`src/rtl/demux_feeder_pkg.sv`:
```
// Shared types for the demux feeder: channel geometry, FSM states and FIFO entry layout.
// No logic here; no latency or backpressure of its own.
// Entry width follows ENT_DATA_W, which the top-level DATA_W defaults to.
package demux_feeder_pkg;
    localparam int NUM_CH     = 4;
    localparam int DEST_W     = 2;
    localparam int ENT_DATA_W = 4;

    typedef enum logic [1:0] {
        IDLE  = 2'd0,
        SEND  = 2'd1,
        STALL = 2'd2
    } state_t;

    typedef struct packed {
        logic [DEST_W-1:0]     dest;
        logic [ENT_DATA_W-1:0] data;
    } entry_t;
endpackage

```
`src/rtl/demux_feeder_if.sv`:
```
// Upstream word handshake plus the select/data bus towards the nibble demux.
// Pure wiring: no latency.
// Backpressure is carried by in_ready upstream and chan_ready downstream.
interface demux_feeder_if #(
    parameter int DATA_W = 4
);
    import demux_feeder_pkg::*;

    logic              in_valid;
    logic              in_ready;
    logic [DATA_W-1:0] in_data;
    logic [DEST_W-1:0] in_dest;
    logic              rr_mode;
    logic [NUM_CH-1:0] chan_ready;
    logic [DEST_W-1:0] out_sel;
    logic [DATA_W-1:0] out_data;
    logic              out_valid;
    logic              drop;
    logic              err;

    modport master (
        output in_valid, in_data, in_dest, rr_mode, chan_ready,
        input  in_ready, out_sel, out_data, out_valid, drop, err
    );

    modport slave (
        input  in_valid, in_data, in_dest, rr_mode, chan_ready,
        output in_ready, out_sel, out_data, out_valid, drop, err
    );
endinterface

```
`src/rtl/demux_feeder_fifo.sv`:
```
// Synchronous FIFO with registered count and fall-through (combinational) head read.
// Latency: a pushed word is visible at rd_dat the cycle after the push edge.
// Backpressure: caller must not push when full nor pop when empty.
module feeder_fifo #(
    parameter  int WIDTH = 6,
    parameter  int DEPTH = 4,
    localparam int AW    = $clog2(DEPTH)
) (
    input  logic             clk,
    input  logic             rst_n,
    input  logic             push,
    input  logic [WIDTH-1:0] wr_dat,
    input  logic             pop,
    output logic [WIDTH-1:0] rd_dat,
    output logic [AW:0]      count,
    output logic             full,
    output logic             empty
);
    logic [WIDTH-1:0] mem [DEPTH];
    logic [AW-1:0]    wr_ptr;
    logic [AW-1:0]    rd_ptr;

    // Pointers wrap naturally because DEPTH is a power of two.
    always_ff @(posedge clk or negedge rst_n) begin
        if (!rst_n) begin
            wr_ptr <= '0;
            rd_ptr <= '0;
            count  <= '0;
        end else begin
            if (push) wr_ptr <= wr_ptr + 1'b1;
            if (pop)  rd_ptr <= rd_ptr + 1'b1;
            case ({push, pop})
                2'b10:   count <= count + 1'b1;
                2'b01:   count <= count - 1'b1;
                default: count <= count;
            endcase
        end
    end

    always_ff @(posedge clk) begin
        if (push) mem[wr_ptr] <= wr_dat;
    end

    assign rd_dat = mem[rd_ptr];
    assign full   = (count == (AW+1)'(DEPTH));
    assign empty  = (count == '0);
endmodule

```
`src/rtl/demux_feeder.sv`:
```
// Buffers (data,dest) words and presents them one at a time as a registered select/data pair.
// Latency: word pushed into an empty block appears on out_* one edge after the push edge.
// Backpressure: holds on chan_ready[out_sel]=0; DEMUX_FEEDER_TIMEOUT_EN drops after TIMEOUT stalls.
module demux_feeder #(
    parameter int DATA_W  = demux_feeder_pkg::ENT_DATA_W,
    parameter int DEPTH   = 4,
    parameter int TIMEOUT = 15
) (
    input  logic           clk,
    input  logic           rst_n,
    demux_feeder_if.slave  bus
);
    import demux_feeder_pkg::*;

    localparam int AW    = $clog2(DEPTH);
    localparam int CNT_W = $clog2(TIMEOUT + 1);
    localparam logic [CNT_W-1:0] TMO_V = CNT_W'(TIMEOUT);

    state_t            state;
    state_t            nxt;
    entry_t            push_ent;
    entry_t            head;
    logic              push;
    logic              pop;
    logic              xfer;
    logic              tmo;
    logic              done;
    logic              fifo_full;
    logic              fifo_empty;
    logic [AW:0]       fifo_cnt;
    logic [DEST_W-1:0] rr_ptr;
    logic [DEST_W-1:0] sel_q;
    logic [DATA_W-1:0] data_q;
    logic [CNT_W-1:0]  stall_cnt;

    assign bus.in_ready = (fifo_cnt < (AW+1)'(DEPTH));
    assign push         = bus.in_valid && !fifo_full;

    always_comb begin
        push_ent.dest = bus.rr_mode ? rr_ptr : bus.in_dest;
        push_ent.data = bus.in_data;
    end

    feeder_fifo #(
        .WIDTH ($bits(entry_t)),
        .DEPTH (DEPTH)
    ) u_fifo (
        .clk    (clk),
        .rst_n  (rst_n),
        .push   (push),
        .wr_dat (push_ent),
        .pop    (pop),
        .rd_dat (head),
        .count  (fifo_cnt),
        .full   (fifo_full),
        .empty  (fifo_empty)
    );

    assign xfer = (state != IDLE) && bus.chan_ready[sel_q];

`ifdef DEMUX_FEEDER_TIMEOUT_EN
    // A late ready on the timeout cycle wins: it is a normal transfer, not a drop.
    assign tmo = (state == STALL) && (stall_cnt == TMO_V) && !xfer;
`else
    assign tmo = 1'b0;
`endif
    assign done = xfer || tmo;

    always_ff @(posedge clk or negedge rst_n) begin
        if (!rst_n) state <= IDLE;
        else        state <= nxt;
    end

    always_comb begin
        nxt = state;
        case (state)
            IDLE:        nxt = fifo_empty ? IDLE : SEND;
            SEND, STALL: nxt = done ? (fifo_empty ? IDLE : SEND) : STALL;
            default:     nxt = IDLE;
        endcase
    end

    always_comb begin
        pop = 1'b0;
        case (state)
            IDLE:        pop = !fifo_empty;
            SEND, STALL: pop = done && !fifo_empty;
            default:     pop = 1'b0;
        endcase
    end

    // Output register: loads on every pop, clears data when the FSM falls back to IDLE.
    always_ff @(posedge clk or negedge rst_n) begin
        if (!rst_n) begin
            sel_q     <= '0;
            data_q    <= '0;
            stall_cnt <= '0;
        end else if (pop) begin
            sel_q     <= head.dest;
            data_q    <= head.data;
            stall_cnt <= '0;
        end else if (done) begin
            data_q    <= '0;
        end else if (state != IDLE && stall_cnt != '1) begin
            stall_cnt <= stall_cnt + 1'b1;
        end
    end

    always_ff @(posedge clk or negedge rst_n) begin
        if (!rst_n)                    rr_ptr <= '0;
        else if (push && bus.rr_mode)  rr_ptr <= rr_ptr + 1'b1;
    end

    assign bus.out_valid = (state != IDLE);
    assign bus.out_sel   = sel_q;
    assign bus.out_data  = data_q;

`ifdef DEMUX_FEEDER_TIMEOUT_EN
    logic err_q;

    always_ff @(posedge clk or negedge rst_n) begin
        if (!rst_n)   err_q <= 1'b0;
        else if (tmo) err_q <= 1'b1;
    end

    assign bus.drop = tmo;
    assign bus.err  = err_q;
`else
    assign bus.drop = 1'b0;
    assign bus.err  = 1'b0;
`endif
endmodule

```
`src/flat_wrapper.sv`:
```
// flat-port wrapper written by rule: the top's interface ports become plain ports
module demux_feeder_flat import demux_feeder_pkg::*;
#(
    parameter int DATA_W  = demux_feeder_pkg::ENT_DATA_W,
    parameter int DEPTH   = 4,
    parameter int TIMEOUT = 15
)
  (clk, rst_n, bus_in_valid, bus_in_data, bus_in_dest, bus_rr_mode, bus_chan_ready, bus_in_ready, bus_out_sel, bus_out_data, bus_out_valid, bus_drop, bus_err);
  demux_feeder_if #(.DATA_W(DATA_W)) bus_i ();
  input  logic clk;
  input  logic rst_n;
  input wire logic [$bits(bus_i.in_valid)-1:0] bus_in_valid;
  input wire logic [$bits(bus_i.in_data)-1:0] bus_in_data;
  input wire logic [$bits(bus_i.in_dest)-1:0] bus_in_dest;
  input wire logic [$bits(bus_i.rr_mode)-1:0] bus_rr_mode;
  input wire logic [$bits(bus_i.chan_ready)-1:0] bus_chan_ready;
  output wire logic [$bits(bus_i.in_ready)-1:0] bus_in_ready;
  output wire logic [$bits(bus_i.out_sel)-1:0] bus_out_sel;
  output wire logic [$bits(bus_i.out_data)-1:0] bus_out_data;
  output wire logic [$bits(bus_i.out_valid)-1:0] bus_out_valid;
  output wire logic [$bits(bus_i.drop)-1:0] bus_drop;
  output wire logic [$bits(bus_i.err)-1:0] bus_err;
  assign bus_i.in_valid = bus_in_valid;
  assign bus_i.in_data = bus_in_data;
  assign bus_i.in_dest = bus_in_dest;
  assign bus_i.rr_mode = bus_rr_mode;
  assign bus_i.chan_ready = bus_chan_ready;
  assign bus_in_ready = bus_i.in_ready;
  assign bus_out_sel = bus_i.out_sel;
  assign bus_out_data = bus_i.out_data;
  assign bus_out_valid = bus_i.out_valid;
  assign bus_drop = bus_i.drop;
  assign bus_err = bus_i.err;
  demux_feeder #(.DATA_W(DATA_W), .DEPTH(DEPTH), .TIMEOUT(TIMEOUT)) u_core (.clk(clk), .rst_n(rst_n), .bus(bus_i));
endmodule
```
`config.mk`:
```
export PLATFORM = sky130hd
export DESIGN_NAME = demux_feeder_flat
export DESIGN_NICKNAME = d
export VERILOG_FILES = /design/src/rtl/demux_feeder_pkg.sv /design/src/rtl/demux_feeder_if.sv /design/src/rtl/demux_feeder_fifo.sv /design/src/rtl/demux_feeder.sv /design/src/flat_wrapper.sv
export SDC_FILE = /design/constraint.sdc
export NUM_CORES = 1
export LEC_CHECK = 0
export CORE_AREA = 2 2 71 73
export DETAILED_ROUTE_END_ITERATION = 10
export DIE_AREA = 0 0 73 75
export PLACE_DENSITY_LB_ADDON = 0.1
export SYNTH_ARGS = -nofsm -noshare
export SYNTH_HDL_FRONTEND = slang
export SYNTH_SLANG_ARGS = --single-unit
```
`constraint.sdc`:
```
create_clock -name clk -period 2.1 [get_ports clk]
set_input_delay 0.315 -clock clk [delete_from_list [all_inputs] [get_ports clk]]
set_output_delay 0.315 -clock clk [all_outputs]
set_load 0.03 [all_outputs]
```
After elaboration in Yosys (flattened, before gate mapping). Memories as Yosys holds them, arrays and structs flattened. Index checks and enable logic that the tools add are counted.

RAM bits: 24. Input bits: 14. Word-level logic and storage cells: 44. Output and inout bits: 10. Bits in registers: 17. Memories kept: 1.

Equal/unequal tests: 5. Reductions and logical operators: 12. Magnitude comparators: 2. Muxes and demuxes: 12. Add/sub/neg operators: 5.

Memory list: u_core.u_fifo.mem (depth 4, bits a word 6, read ports 1, clocked after Yosys merged registers in 0, write ports 1, line demux_feeder_fifo.sv:19) `logic [WIDTH-1:0] mem [DEPTH];`.

Operators with widths (count): $mux W4 (2); $add A2 B1 Y2 const B (3); $pmux W3 S2 (1); $reduce_bool A2 Y1 (3); $eq A2 B1 Y1 const B (2); $eq A2 B2 Y1 const B (2); $logic_and A1 B1 Y1 (4); $mux W1 (4); $mux W2 (2); $pmux W2 S2 (1); $add A3 B1 Y3 const B (1); $eq A3 B3 Y1 const B (1); $logic_not A3 Y1 (1); $lt A2 B3 Y1 const B (1); $lt A3 B3 Y1 const B (1); $sub A3 B1 Y3 const B (1); $bmux W1 S2 (1); $logic_not A1 Y1 (2); $logic_not A2 Y1 (1); $pmux W1 S2 (1); $reduce_or A2 Y1 (1).

Logic depth before layout (Yosys ltp). Gate-level depths: netlist (run 1).

Depth after elaboration: 7. Depth in mapped cells: 11. Mapped depth without buffers: 10.

Hierarchy. A second synthesis (run 1) with hierarchy kept.

Cell total of the unflattened synthesis: 107. Area, all modules: 1776.7 sq um.

Modules (own cells, without submodules): feeder_fifo (instances 1, cells each 68, area each 1267.5 sq um, sequential area each 895.9 sq um); demux_feeder (instances 1, cells each 39, area each 509.2 sq um, sequential area each 250.2 sq um).

Worst setup path before layout (run 1). OpenSTA, ideal clock, no wires.

Path kind: reg-to-reg. Start point: register u_core.sel_q[0] (netlist: u_core.bus.out_sel[0]). End point: register u_core.u_fifo.count[2]. Library setup time: 0.134 ns. Period minus slack after synthesis: 2.467 ns. Required time: 1.966 ns. Path slack: -0.367 ns. Data arrival time: 2.333 ns. Cell stages (with the launch flop): 11. Buffers on the path: 1. Path through: dfrtp_1 -> mux4_2 -> and2_4 -> buf_6 -> o21a_4 -> ha_1 -> inv_1 -> fa_1 -> xor2_1 -> nor2_1 -> xnor2_1.

Cells in the longest elaborated chain, start to end: 7. Elaborated cells between the ends (all ways): 9.

RTL lines: start, declared (line demux_feeder.sv:32) `logic [DEST_W-1:0] sel_q;`; start signal, assigned (line demux_feeder.sv:99) `sel_q <= head.dest;`; $bmux W1 S2 (*) (line demux_feeder.sv:59) `assign xfer = (state != IDLE) && bus.chan_ready[sel_q];`; $mux W1 (implied by the code) (*) (line demux_feeder.sv:59); $logic_and A1 B1 Y1 (*) (line demux_feeder.sv:59); $logic_and A1 B1 Y1 (*) (line demux_feeder.sv:87) `SEND, STALL: pop = done && !fifo_empty;`; $pmux W1 S2 (*) (line demux_feeder.sv:85) `case (state)`; $eq A2 B1 Y1 or $eq A2 B2 Y1 (tied branches) (line demux_feeder_fifo.sv:32) `case ({push, pop})`; $pmux W3 S2 or $reduce_bool A2 Y1 (tied branches); end signal, assigned (line demux_feeder_fifo.sv:33) `2'b10: count <= count + 1'b1;`; end signal, assigned (line demux_feeder_fifo.sv:34) `2'b01: count <= count - 1'b1;`; end signal, assigned (line demux_feeder_fifo.sv:35) `default: count <= count;`; end, declared (line demux_feeder_fifo.sv:15) `output logic [AW:0] count,`.

Every way passes the cells marked *; elsewhere a longest branch is shown, timed or not. The select of a mux whose other input is x is not followed. A chain may end at the register's enable or synchronous reset.

Final worst setup path (run 1).
Start point: input port bus_chan_ready[3]. End point: register u_core.u_fifo.count[1].

Cells in the longest elaborated chain, start to end: 7. Elaborated cells between the ends (all ways): 9.

RTL lines: start, declared (line flat_wrapper.sv:16) `input wire logic [$bits(bus_i.chan_ready)-1:0] bus_chan_ready;`; $bmux W1 S2 (*) (line demux_feeder.sv:59); $mux W1 (implied by the code) (*) (line demux_feeder.sv:59); $logic_and A1 B1 Y1 (*) (line demux_feeder.sv:59); $logic_and A1 B1 Y1 (*) (line demux_feeder.sv:87); $pmux W1 S2 (*) (line demux_feeder.sv:85); $eq A2 B1 Y1 or $eq A2 B2 Y1 (tied branches) (line demux_feeder_fifo.sv:32); $pmux W3 S2 or $reduce_bool A2 Y1 (tied branches).

Marks and branches as above.

==> tab_implementation.tex, run 1 <==
\begin{tabular}{lr}
\hline
Metric & Value \\
\hline
\multicolumn{2}{l}{\textbf{Run status}} \\
Outcome & finished, final reports clean \\
\multicolumn{2}{l}{\textbf{Die}} \\
Total Die Area & about 5500 µm² \\
Effective utilization at floorplan & about two fifths \\
Placeable core region & 4661 µm² \\
Count of standard-cell rows & 25 \\
Die Ht & roughly 75 µm \\
Die width & 73 µm \\
IO Count & 24 \\
\multicolumn{2}{l}{\textbf{Routing}} \\
Antenna Violating Nets Remaining & 0 \\
Length of the first detailed-routing pass in iterations & 4 \\
Detailed-route wire length & between 3000 and 4000 µm \\
Violation count after the first detailed-route iteration & 40 \\
Routed via count & roughly 1000 \\
Post-detailed-route wirelength per cell & 15.18 µm \\
DRC violation count after routing & 0 \\
Vias per Instance & 5.015 \\
\multicolumn{2}{l}{\textbf{Critical path}} \\
Type of the worst setup path & in2reg \\
Worst Path Max Fanout & 2 \\
Crit path DAT & roughly 2.3 ns \\
Data required time of the critical path & between 2 and 2.5 ns \\
Cell breakdown of the critical path & clkdlybuf4s50\_1, mux4\_2, and2\_4, o21a\_4, ha\_4, inv\_2, fa\_2, mux2i\_1 \\
Startpoint type of the worst setup path & input pin \\
Critical path capture point type & flop \\
Total buffers and inverters traversed by the critical path & 2 \\
Family with the most delay on the worst path & multiplexers \\
Slowest stage cell on the critical path & mux4\_2 \\
CP peak stage delay & between 0.4 and 0.5 ns \\
\multicolumn{2}{l}{\textbf{Placed design}} \\
Global placer's final weighted congestion & 0.7353 \\
Number of placed instances, taps included & $\sim$190 \\
Number of input and output port buffers inserted & 21 \\
HPWL after DPL & 2276 µm \\
\multicolumn{2}{l}{\textbf{Timing}} \\
Setup TNS Final & 0 ns \\
Achievable Freq & 481.2 MHz \\
Final period util & just under 100\% \\
Setup repair after global routing missed its margin & yes \\
Max Clock Skew & 0.01005 ns \\
Final Hold Fails & 0 \\
Final Max Slew Viols & 0 \\
Number of setup violations in the final report & 0 \\
Post-layout minimum cycle time & a little over 2 ns \\
\multicolumn{2}{l}{\textbf{Synth}} \\
Flops \& latches, synth & approximately 40 \\
Synth top area share & between 30\% and 40\% \\
Mapped Area & 1834 µm² \\
Count of yosys warnings during synthesis & 0 \\
Cell variety after synth & 29 \\
Mean post-synth cell area & between 15 and 20 µm² \\
Main area contributors after synthesis & edfxtp\_1, dfrtp\_1, mux4\_2, ha\_1, mux2i\_1 \\
Sequential fraction of the synthesis area & between 60\% and 70\% \\
Cell count after synthesis & approximately 120 \\
Cell taking the most area after synthesis & edfxtp\_1 \\
\multicolumn{2}{l}{\textbf{Clock tree}} \\
Clock slew at reported path FFs & around 0.08 ns \\
CTS Hold Bufs & 0 \\
Buffers from clock root to sink, at most & 2 \\
Clock Tree Root & clkbuf\_8 \\
Clock Sinks & 41 \\
Clock tree from TritonCTS & built \\
Worst skew pair latency & about 0.30 ns \\
Htree depth & 2 \\
Number of buffers added by the clock tree synthesis step & 5 \\
\multicolumn{2}{l}{\textbf{Finish}} \\
Count of filler cells inserted in the layout & between 400 and 500 \\
Final cell utilization of the core & $\sim$49\% \\
Number of antenna diodes & 0 \\
Total Nets Final & $\sim$170 \\
Area added between synthesis and finish & 25.31\% \\
Area of combinational cells with multiple inputs & approximately 630 µm² \\
Fin cells & 202 \\
Fraction of final layout cells sized beyond drive strength 1 & 23.65\% \\
Total area of sequential cells & about 1100 µm² \\
\multicolumn{2}{l}{\textbf{Global routing}} \\
Pin count of the biggest net entering global routing & 18 \\
Number of antenna violations at the first check in global routing & 0 \\
Total routing usage reported by global routing & $\sim$13\% \\
Vias in the first global route & about 1000 \\
Overall overflow remaining after global route & 0 \\
Wire length of the first global-routing pass & around 5100 µm \\
\multicolumn{2}{l}{\textbf{Power and ir drop}} \\
Total power divided by cell area & 1670 nW/µm² \\
Leakage power figure & between 0.9 and 1 nW \\
Worst vdd ir & approximately 0.63 mV \\
Total power of the final layout & 3.839 mW \\
\multicolumn{2}{l}{\textbf{Min path}} \\
Tightest Hold Check Type & in2async \\
\multicolumn{2}{l}{\textbf{Run}} \\
MaxCap Viol Count & 0 \\
\hline
\end{tabular}
## worst reg2reg max path: cells and delay by family, from the launching register on
family / cells / cell delay [ns]
fa+ha+maj: 2 / 0.57
simple gates: 1 / 0.16
mux: 2 / 0.63
buf+inv: 1 / 0.05
flops: 1 / 0.39
compound gates: 1 / 0.20
## area by class of cell
type / instances / area share [%]
clock buffer: 5 / 2.994
timing repair buffer: 30 / 12.03
tap: 54 / 2.940
inverter: 10 / 1.633
sequential: 41 / 49.92
multi-input combinational: 59 / 27.49
clock inverter: 3 / 2.994
## registers in the layout, indices dropped and copies added (netlist names)
| register | flops |
|---|---|
| u_core.bus.out_data | 4 |
| u_core.u_fifo.mem | 24 |
| u_core.u_fifo.wr_ptr | 2 |
| u_core.rr_ptr | 2 |
| u_core.bus.out_sel | 2 |
| u_core.u_fifo.count | 3 |
| u_core.state | 2 |
| u_core.u_fifo.rd_ptr | 2 |
## metrics by stage
step | area (µm²) | worst slack (ns) | hold slack [ns]
after floorplan | 1854 | -0.1966 | 0.01941
after global placement | 2147 | -0.2581 | 0.4535
after detailed placement | 2147 | -0.2924 | 0.4689
after CTS | 2291 | 0.01458 | 0.3387
after global routing | 2298 | -0.05125 | 0.3541
final | 2298 | 0.02190 | 0.3399
## worst paths after layout
path / start / endpoint / slack (ns) / cells after the start
max: bus_chan_ready[3] / u_core.u_fifo.count[1] / 0.02 / 8
min: rst_n / u_core.u_fifo.count[0] / 0.34 / 2
max reg2reg: u_core.bus.out_sel[0] / u_core.u_fifo.count[1] / 0.03 / 7
min reg2reg: u_core.rr_ptr[1] / u_core.rr_ptr[1] / 0.48 / 1
max in group asynchronous: rst_n / u_core.bus.out_sel[0] / 1.55 / 2
min in group clk: u_core.rr_ptr[1] / u_core.rr_ptr[1] / 0.48 / 1
## routing by layer
layer  part of all wire, %  GRT usage, %  up-vias
met5                     0             0        -
met4                  0.88         4.938        0
li1                      -             -      475
met1                    46         16.42      507
met3                   5.0         4.150        4
met2                    48         20.72       27
## where the power goes
part           leakage [nW]  internal [mW]  switching, mW
Combinational         0.430          0.894          0.826
Clock                0.0687          0.478          0.287
Sequential            0.423           1.16          0.194
Total                 0.921           2.53           1.31
## timing repair
item                                    CTS  global route
pin swaps                                 0             1
endpoints found under the setup margin    3             2
gates resized for setup                   1             0
setup buffers                             1             1
## placed cells by master (no fill, tap or decap)
| cell type | instances |
|---|---|
| o211a_1 | 1 |
| o31a_1 | 1 |
| clkdlybuf4s50_1 | 20 |
| nor2_1 | 2 |
| nand3_1 | 1 |
| and2_4 | 1 |
| buf_4 | 9 |
| fa_2 | 1 |
| conb_1 | 2 |
| nand2_1 | 2 |
| dfrtp_2 | 1 |
| edfxtp_1 | 24 |
| mux4_2 | 7 |
| ha_4 | 1 |
| xor2_1 | 3 |
| a31oi_2 | 1 |
| clkbuf_8 | 5 |
| ha_1 | 6 |
| a21oi_1 | 1 |
| mux2_2 | 2 |
| bufinv_16 | 2 |
| dfrtp_1 | 16 |
| o21ai_0 | 5 |
| inv_2 | 1 |
| inv_6 | 1 |
| nand2b_1 | 1 |
| o21a_4 | 1 |
| inv_1 | 9 |
| mux2i_1 | 5 |
| dlygate4sd2_1 | 1 |
| and2_1 | 4 |
| xnor2_1 | 5 |
| mux2_4 | 2 |
| a32oi_1 | 4 |
## cells by family (layout without fill, tap and decap cells)
family                     count (synthesis)  in the layout  share of synthesized area (%)
AOI/OAI and AO/OA                         14             14                          6.070
and+or+nand+nor                           11             11                          3.274
adders and majority gates                  8              8                          5.866
buffers and inverters                     16             48                          4.093
DFF                                       41             41                          62.48
other                                      1              2                         0.2044
muxes                                     16             16                          14.19
xor gates and xnor gates                   8              8                          3.820
## Yosys cell counts
master	count
o211a_1	1
a21oi_1	1
o31a_1	1
and2_4	1
o21a_4	1
ha_1	7
and2_1	4
dfrtp_1	17
xor2_1	3
fa_1	1
buf_4	2
mux2i_1	5
mux2_4	2
nand2b_1	1
edfxtp_1	24
a31oi_2	1
nand2_1	2
a32oi_1	4
nor2_1	2
nand3_1	1
mux4_2	7
mux2_2	2
xnor2_1	5
buf_6	1
conb_1	1
buf_1	1
inv_1	10
clkbuf_1	2
o21ai_0	5
Power figures use the tool's default switching activity.
==> run 2, diff against run 1 <==
--- a/config.mk
+++ b/config.mk
@@ -9,6 +9,7 @@
 export DETAILED_ROUTE_END_ITERATION = 10
 export DIE_AREA = 0 0 73 75
 export PLACE_DENSITY_LB_ADDON = 0.1
+export SLEW_MARGIN = 20
 export SYNTH_ARGS = -nofsm -noshare
 export SYNTH_HDL_FRONTEND = slang
 export SYNTH_SLANG_ARGS = --single-unit
==> results of run 2 <==
Final layout, timing and power as in run 1 (identical DEF).
==> run 3, diff against run 2 <==
--- a/config.mk
+++ b/config.mk
@@ -6,6 +6,7 @@
 export NUM_CORES = 1
 export LEC_CHECK = 0
 export CORE_AREA = 2 2 71 73
+export CTS_BUF_LIST = sky130_fd_sc_hd__clkbuf_2
 export DETAILED_ROUTE_END_ITERATION = 10
 export DIE_AREA = 0 0 73 75
 export PLACE_DENSITY_LB_ADDON = 0.1
==> tab_implementation.tex, run 3 (synthesis results as in run 1) <==
\begin{tabular}{lr}
\hline
Metric & Value \\
\hline
\multicolumn{2}{l}{\textbf{Global routing}} \\
Pin count of the biggest net entering global routing & 18 \\
Vias in the first global route & slightly above 1000 \\
Total routing usage reported by global routing & between 10\% and 20\% \\
Overall overflow remaining after global route & 0 \\
Wire length of the first global-routing pass & 5092 µm \\
Number of antenna violations at the first check in global routing & 0 \\
\multicolumn{2}{l}{\textbf{Critical path}} \\
Worst Path Max Fanout & 2 \\
Cell breakdown of the critical path & mux4\_2, and2\_4, o21a\_4, ha\_4, inv\_2, fa\_2, mux2i\_1 \\
Origin of the worst setup path & u\_core.bus.out\_sel[0] \\
Slowest stage cell on the critical path & mux4\_2 \\
CP peak stage delay & between 0.5 and 0.6 ns \\
Minimum setup slack among reg-to-reg paths & a little under 0.005 ns \\
Critical path capture point type & flop \\
Worst reg2reg startpoint & u\_core.bus.out\_sel[0] \\
Data required time of the critical path & approximately 2.5 ns \\
Register-to-Register Path Depth & 7 \\
FF-to-FF End & u\_core.u\_fifo.count[1] \\
Startpoint type of the worst setup path & flop \\
Crit path DAT & roughly 2.5 ns \\
Type of the worst setup path & reg2reg \\
\multicolumn{2}{l}{\textbf{Power and ir drop}} \\
Total power of the final layout & approximately 3.7 mW \\
Leakage power figure & around 0.9 nW \\
Total power divided by cell area & between 1500 and 2000 nW/µm² \\
Worst vdd ir & approximately 0.53 mV \\
\multicolumn{2}{l}{\textbf{Placed design}} \\
Number of placed instances, taps included & 192 \\
Placed Area & approximately 2100 µm² \\
HPWL after DPL & about 2300 µm \\
Global placer's final weighted congestion & between 0.7 and 0.8 \\
Number of input and output port buffers inserted & 21 \\
\multicolumn{2}{l}{\textbf{Clock tree}} \\
Clock slew at reported path FFs & around 0.22 ns \\
Clock tree from TritonCTS & built \\
Clock Sinks & 41 \\
Clock Tree Root & clkbuf\_2 \\
Number of buffers added by the clock tree synthesis step & 5 \\
Worst skew pair latency & 0.41 ns \\
Buffers from clock root to sink, at most & 2 \\
Htree depth & 2 \\
\multicolumn{2}{l}{\textbf{Timing}} \\
Post-layout minimum cycle time & $\sim$2.1 ns \\
Number of setup violations in the final report & 0 \\
Final Max Slew Viols & 0 \\
Final period util & 99.76\% \\
Achievable Freq & $\sim$480 MHz \\
Max Clock Skew & about 0.027 ns \\
Setup repair after global routing missed its margin & yes \\
Final Hold Fails & 0 \\
Setup TNS Final & 0 ns \\
\multicolumn{2}{l}{\textbf{Finish}} \\
Total Nets Final & approximately 170 \\
Cell area after layout & around 2200 µm² \\
Most common cell after layout, fill and taps aside & edfxtp\_1 \\
Commonest non-fill, non-tap cells in the layout & edfxtp\_1, clkdlybuf4s50\_1, dfrtp\_1 \\
Area of combinational cells with multiple inputs & 631.9 µm² \\
Number of antenna diodes & 0 \\
Register with the most flip-flops & u\_core.u\_fifo.mem \\
Area added between synthesis and finish & 22.31\% \\
Fraction of final layout cells sized beyond drive strength 1 & a little under a quarter \\
Count of filler cells inserted in the layout & approximately 410 \\
Fin cells & approximately 200 \\
Max FFs per register & 24 \\
Total area of sequential cells & around 1100 µm² \\
\multicolumn{2}{l}{\textbf{Routing}} \\
Antenna Violating Nets Remaining & 0 \\
Detailed-route wire length & 3040 µm \\
Vias per Instance & just under 5 \\
Violation count after the first detailed-route iteration & 25 \\
Post-detailed-route wirelength per cell & between 15 and 20 µm \\
DRC violation count after routing & 0 \\
Routed via count & approximately 1000 \\
Length of the first detailed-routing pass in iterations & 4 \\
\multicolumn{2}{l}{\textbf{Run status}} \\
Outcome & finished, final reports clean \\
\multicolumn{2}{l}{\textbf{Die}} \\
Placeable core region & approximately 4700 µm² \\
Total Die Area & roughly 5500 µm² \\
IO Count & 24 \\
Effective utilization at floorplan & 39.36\% \\
Die width & between 70 and 80 µm \\
Count of standard-cell rows & 25 \\
Die Ht & between 70 and 80 µm \\
\multicolumn{2}{l}{\textbf{Min path}} \\
Tightest Hold Check Type & in2async \\
\multicolumn{2}{l}{\textbf{Run}} \\
MaxCap Viol Count & 0 \\
\hline
\end{tabular}
[run 3: cell count changes in the layout (fill, tap and decap cells not counted)]
| cell | previous run | this run |
|---|---|---|
| clkbuf_8 | 5 | 0 |
| buf_4 | 9 | 8 |
| dlygate4sd2_1 | 1 | 0 |
| clkbuf_2 | 0 | 6 |
[run 3: worst max-delay path, delay by kind of cell (launching register included)]
| family | cells | cell delay (ns) |
|---|---|---|
| adders and majority gates | 2 | 0.57 |
| buffers and inverters | 1 | 0.05 |
| AOI/OAI and AO/OA | 1 | 0.20 |
| DFF | 1 | 0.43 |
| muxes | 2 | 0.63 |
| and+or+nand+nor | 1 | 0.16 |
[run 3: cell type report]
cell class	instances	share of cell area (%)
clock buffers	5	1.115
clock inverters	3	3.067
inverters	10	1.673
multi-input cells	59	28.17
flip-flops and latches	41	51.14
well taps	54	3.012
repair buffers	29	11.82
[run 3: worst max-delay path by stage]
stage | end | slack (ns) | cells after the start
detailed placement | u_core.u_fifo.count[2] | -0.29 | 10
finish | u_core.u_fifo.count[1] | 0.005 | 7
CTS | u_core.u_fifo.count[1] | -0.005 | 7
floorplan | u_core.u_fifo.count[2] | -0.20 | 10
global placement | u_core.u_fifo.count[2] | -0.26 | 10
global route | u_core.u_fifo.count[2] | -0.07 | 9
[run 3: metal layers]
layer / wire length [µm] / global-route usage, % / share of wire, % / up-vias
met1: 1387 / 16.06 / 46 / 493
li1: - / - / - / 476
met5: 0 / 0 / 0 / -
met3: 136 / 4.150 / 4.5 / 7
met2: 1466 / 20.62 / 48 / 23
met4: 49 / 4.938 / 1.6 / 0
[run 3: timing repair]
item | in CTS | in global routing
buffers inserted | 1 | 0
pin swaps | 0 | 1
hold buffers | 0 | 0
gates resized for setup | 1 | 2
endpoints found under the setup margin | 3 | 3
[run 3: power by group]
group	switching, mW	internal [mW]	total [mW]	leakage (nW)
Sequential	0.193	1.16	1.35	0.423
Combinational	0.825	0.880	1.70	0.424
Clock	0.274	0.325	0.599	0.0536
Total	1.29	2.36	3.65	0.900
[run 3: metrics by stage]
stage,setup WS [ns],utilization [%],hold WS [ns]
floorplan,-0.1966,-,0.01941
CTS,-0.005401,48.21,0.1703
global placement,-0.2581,46.07,0.4535
finish,0.004963,48.13,0.1934
global route,-0.07378,48.13,0.1627
detailed placement,-0.2924,46.07,0.4689
